## src/rtl/reg_bank_onehot_wr.sv

```systemverilog
// Integer register file driven by a one-hot write select from the address decoder.
// One synchronous write port, two combinational read ports, x0 hardwired to zero.
module reg_bank_onehot_wr #(
  parameter int WIDTH  = 32,
  parameter int NREGS  = 32,
  parameter int BYPASS = 1
) (
  input  logic                     clk,
  input  logic                     rst,
  input  logic                     we,
  input  logic [NREGS-1:0]         wr_sel,
  input  logic [WIDTH-1:0]         wd,
  input  logic [$clog2(NREGS)-1:0] rs1,
  input  logic [$clog2(NREGS)-1:0] rs2,
  output logic [WIDTH-1:0]         rd1,
  output logic [WIDTH-1:0]         rd2,
  output logic                     sel_err
);

  logic [WIDTH-1:0] regs_q [NREGS];
  logic [WIDTH-1:0] regs_d [NREGS];
  logic             selErr_q;
  logic             selErr_d;
  logic [NREGS-1:0] selMinusOne;
  logic             selValid;
  logic             doWrite;

  // Exactly one bit set: nonzero and clearing the lowest set bit leaves nothing.
  assign selMinusOne = wr_sel - NREGS'(1);
  assign selValid    = (wr_sel != '0) && ((wr_sel & selMinusOne) == '0);
  assign doWrite     = we && !rst && selValid;

  always_comb begin
    regs_d   = regs_q;
    selErr_d = selErr_q | (we & ~selValid);
    for (int k = 1; k < NREGS; k++) begin
      if (doWrite && wr_sel[k]) begin
        regs_d[k] = wd;
      end
    end
    regs_d[0] = '0;
  end

  always_ff @(posedge clk) begin
    if (rst) begin
      for (int k = 0; k < NREGS; k++) begin
        regs_q[k] <= '0;
      end
      selErr_q <= 1'b0;
    end else begin
      regs_q   <= regs_d;
      selErr_q <= selErr_d;
    end
  end

  // Forwarding is keyed on the select bit itself, so rs1 == rs2 always agree.
  always_comb begin
    rd1 = regs_q[rs1];
    if (rs1 == '0) begin
      rd1 = '0;
    end else if ((BYPASS != 0) && doWrite && wr_sel[rs1]) begin
      rd1 = wd;
    end
  end

  always_comb begin
    rd2 = regs_q[rs2];
    if (rs2 == '0) begin
      rd2 = '0;
    end else if ((BYPASS != 0) && doWrite && wr_sel[rs2]) begin
      rd2 = wd;
    end
  end

  assign sel_err = selErr_q;

endmodule

```

## config.mk

```make
export PLATFORM = sky130hd
export DESIGN_NAME = reg_bank_onehot_wr
export DESIGN_NICKNAME = d
export VERILOG_FILES = /design/src/rtl/reg_bank_onehot_wr.sv
export SDC_FILE = /design/constraint.sdc
export NUM_CORES = 2
export LEC_CHECK = 0
export BUFFER_PORTS_ARGS = -buffer_cell sky130_fd_sc_hd__buf_4
export CORE_MARGIN = 5
export CORE_UTILIZATION = 64
export CTS_CLUSTER_DIAMETER = 60
export CTS_CLUSTER_SIZE = 30
export DETAILED_ROUTE_END_ITERATION = 16
export MAX_ROUTING_LAYER = met4
export PLACE_DENSITY = 0.81
export SLEW_MARGIN = 30
export SYNTH_ARGS = -nofsm -noshare
export SYNTH_HDL_FRONTEND = slang
export SYNTH_SLANG_ARGS = --single-unit
```

## constraint.sdc

```tcl
create_clock -name clk -period 5.3 [get_ports clk]
set_clock_uncertainty 0.1 [all_clocks]
set_input_delay 0.53 -clock clk [delete_from_list [all_inputs] [get_ports clk]]
set_output_delay 0.53 -clock clk [all_outputs]
set_load 0.005 [all_outputs]
```

==> flow_metrics.env <==
export IMPL_status="finished clean"
export IMPL_clk_latency_ns=0.64
export IMPL_setup_viol=0
export IMPL_drc=0
export IMPL_cts_tree="yes"
export IMPL_hold_path_class="input pin to register"
export IMPL_routedWlPerCell_um=28.6
export IMPL_area_growth_pct=8.58
export IMPL_hpwl_um=86500
export IMPL_grt_pass1_vias=38400
export IMPL_h_tree_depth=3
export IMPL_clockBufferDepth=3
export IMPL_min_path_cells=3
export IMPL_hold_ws_ns=0.0479
export IMPL_ant_nets=0
export IMPL_cts_root_buf="clkbuf_16"
export IMPL_crit_chain="buf_4 > or4_1 > or3_1 > or4_1 > maj3_2 > or4_4 > nor3_4 > buf_4 > mux2i_1 > buf_4"
export IMPL_synth_edff_count=0
export IMPL_grt_pass1_wl_um=240000
export IMPL_powerDensity_mw_per_mm2=246
export IMPL_finalMaxSlewViolations=0
export IMPL_track_usage_pct=35.4
export IMPL_gp_congestion=0.828
export IMPL_hold_end="regs_q[10]"
export IMPL_ys_ff_latch=993
export IMPL_critPathRequiredTime_ns=4.67
export IMPL_syn_nets=4650
export IMPL_vias_per_cell=6.80
export IMPL_synthCells=4573
export IMPL_num_antenna_cells=0
export IMPL_antenna_found_initial=0
export IMPL_rsz0062_at_grt="false"
export IMPL_min_period_ns=4.90
export IMPL_die_h_um=303
export IMPL_max_slew_margin_rel_pct=24.8
export IMPL_reg2reg_to="sel_err"
export IMPL_multi_input_area_mm2=0.0336
export IMPL_tightest_slew_ns=1.13
export IMPL_fmax_ghz=0.204
export IMPL_cp_common_cell="buf_4"
export IMPL_io_buffers=141
export IMPL_cp_start_kind="input pin"
export IMPL_synth_ff_type="dfxtp_1"
export IMPL_max_cap_violations=0
export IMPL_fillers=6004
export IMPL_vias=38100
export IMPL_worstPathArrival_ns=4.27
export IMPL_p_sw_mw=3.82
export IMPL_final_cell_area_mm2=0.0598
export IMPL_hold_path_startpoint="wd[10]"
export IMPL_finalCritPeriodShare_pct=92.5
export IMPL_num_rows=107
export IMPL_switching_share_pct=26.0
export IMPL_post_dp_cell_area_mm2=0.0572
export IMPL_synthTopCellsByArea="dfxtp_1 36%, mux4_2 24%, mux2i_1 20%, nand2b_1 11%, clkbuf_1 2.2%"
export IMPL_ys_warn_count=0
export IMPL_power_mw=14.7
export IMPL_cts_resized=0
export IMPL_reg2reg_from="sel_err"
export IMPL_grt_max_degree=219
export IMPL_crit_buf_inv=3
export IMPL_core_mm2=0.0853
export IMPL_cts_setup_buffers=0
export IMPL_yosys_area_top_type_share_pct=36.1
export IMPL_crit_family="simple AND/OR/NAND/NOR gates"
export IMPL_crit_slowest_cell="or4_4"
export IMPL_routed_wl_um=160000
export IMPL_hold_viol_final=0
export IMPL_dieArea_mm2=0.0920
export IMPL_power_frac_comb_pct=7.4
export IMPL_die_width_um=303
export IMPL_drt_iter0_drc=4375
export IMPL_peakVddDrop_v=0.000241
export IMPL_avgSynthCellArea_um2=12.0
export IMPL_worst_slack_ns=0.395
export IMPL_numCtsBuffers=73
export IMPL_async_flop_share_pct=0
export IMPL_drt_pass1_iter_count=5
export IMPL_nets=4475
export IMPL_seq_power_share_pct=50.8
export IMPL_hold_buffers=0
export IMPL_drive_gt1_share_pct=24.7
export IMPL_synth_area_mm2=0.0551
export IMPL_crit_type="input pin to primary output"
export IMPL_critPathMaxStageDelay_ns=0.60
export IMPL_ys_seq_area_share_pct=36.1
export IMPL_io_pins=142
export IMPL_p_clk_share_pct=41.8
export IMPL_synth_top_cell_by_area="dfxtp_1"
export IMPL_detailedPlace_worstSlack_ns=0.428
export IMPL_start_util_pct=64.6
export IMPL_clock_sinks=993
export IMPL_p_int_mw=10.9
export IMPL_regArea_mm2=0.0199
export IMPL_endpoint_kind="primary output"
export IMPL_path_max_fanout=15
export IMPL_reg2regPathDepth=2
export IMPL_p_leak_nw=26.8
export IMPL_overflow=0
export IMPL_r2r_setup_slack_ns=4.42
export IMPL_clk_pin_slew_ns=0.09
export IMPL_setup_tns_ns=0
export IMPL_synth_distinct_cells=47
logic make-up after synthesis:
kind of cell / share of synthesized area [%]
multiplexers: 45.4
AND/OR/NAND/NOR: 13.1
flip-flops: 36.1
buffers and inverters: 3.65
AO/OA/AOI/OAI: 1.70
adder cells (fa/ha/maj): 0.0386
cells in the final DEF, fill, tap and decap left out, types with 4 or more instances in the layout:
cell type   synthesis  routed
clkinv_8            0      15
mux4_2            593     593
nand2b_2            0      19
or4_1               6       6
buf_8               0       6
mux2_2             65      65
buf_12              0      23
nand3_4             0      30
mux2i_1          1092    1092
clkinv_2            0       4
dfxtp_1           993     993
nand2b_1          992     973
a22o_1             64      64
inv_6               0       7
inv_8               0       7
buf_4               3     209
nand2_1           133     130
clkbuf_8            0       6
clkbuf_16           0      74
buf_6               3       6
a21oi_1            36      36
nor3_1             11      11
nor4_1              4       4
a2111oi_0           5       5
nor2_1              9       9
clkinv_4            0       5
clkinvlp_4          0       7
cell type report:
| class | count | share of cell area [%] |
|---|---|---|
| multi-input cells | 3084 | 56.3 |
| flip-flops and latches | 993 | 33.2 |
| repair buffers | 246 | 3.75 |
| clock buffers | 83 | 3.25 |
| well taps | 1144 | 2.39 |
| clock inverters | 52 | 1.10 |
power by group through the flow:
stage	Combinational [mW]	Sequential, mW	Clock [mW]
after floorplan	0.749	7.63	0
after global placement	1.08	7.63	0
after detailed placement	1.08	7.63	0
after CTS	1.08	7.45	6.17
after global routing	1.14	7.46	6.47
final	1.09	7.45	6.14
cells in the mapped netlist, types with 2 or more instances:
cell	instances
mux2i_1	1092
dfxtp_1	993
nand2b_1	992
mux4_2	593
clkbuf_1	330
nand2_1	133
buf_2	93
buf_1	67
mux2_2	65
a22o_1	64
a21oi_1	36
nand3_1	33
nor3_1	11
nor2_1	9
or4_1	6
a2111oi_0	5
nor4_1	4
a211oi_1	3
buf_4	3
buf_6	3
nor2b_1	3
o41ai_1	3
and3_1	2
nor3_4	2
nor3b_1	2
o21ai_0	2
o31a_1	2
o31ai_1	2
or4_4	2
metal layers:
layer / part of all wire [%] / track usage, %
met2: 48 / 56.7
met4: 4.0 / 12.2
met5: 0 / -
met1: 39 / 46.7
met3: 8.8 / 5.55
tightest hold or removal path: stages:
cell and delay, ns:
buf_4 0.13, nand2_1 0.05, a21oi_1 0.05
worst max path at each step:
stage	from	endpoint	slack, ns	depth (start not counted)
global route	wr_sel[11]	rd2[17]	0.30	10
finish	wr_sel[11]	rd2[18]	0.40	10
CTS	wr_sel[11]	rd2[18]	0.43	10
floorplan	wr_sel[0]	rd2[10]	1.14	8
global placement	wr_sel[11]	rd2[17]	0.50	10
detailed placement	wr_sel[11]	rd2[18]	0.43	10
flip-flops by register name (all words and copies together) (netlist names):
signal,count
regs_q,992
sel_err,1
metrics by stage:
stage / utilization [%] / cells
floorplan: - / 4573
global placement: 66.9 / 5464
detailed placement: 67.0 / 5466
CTS: 70.1 / 5601
global route: 70.1 / 5602
finish: 70.1 / 5602
(Power assumes the default switching activity.)
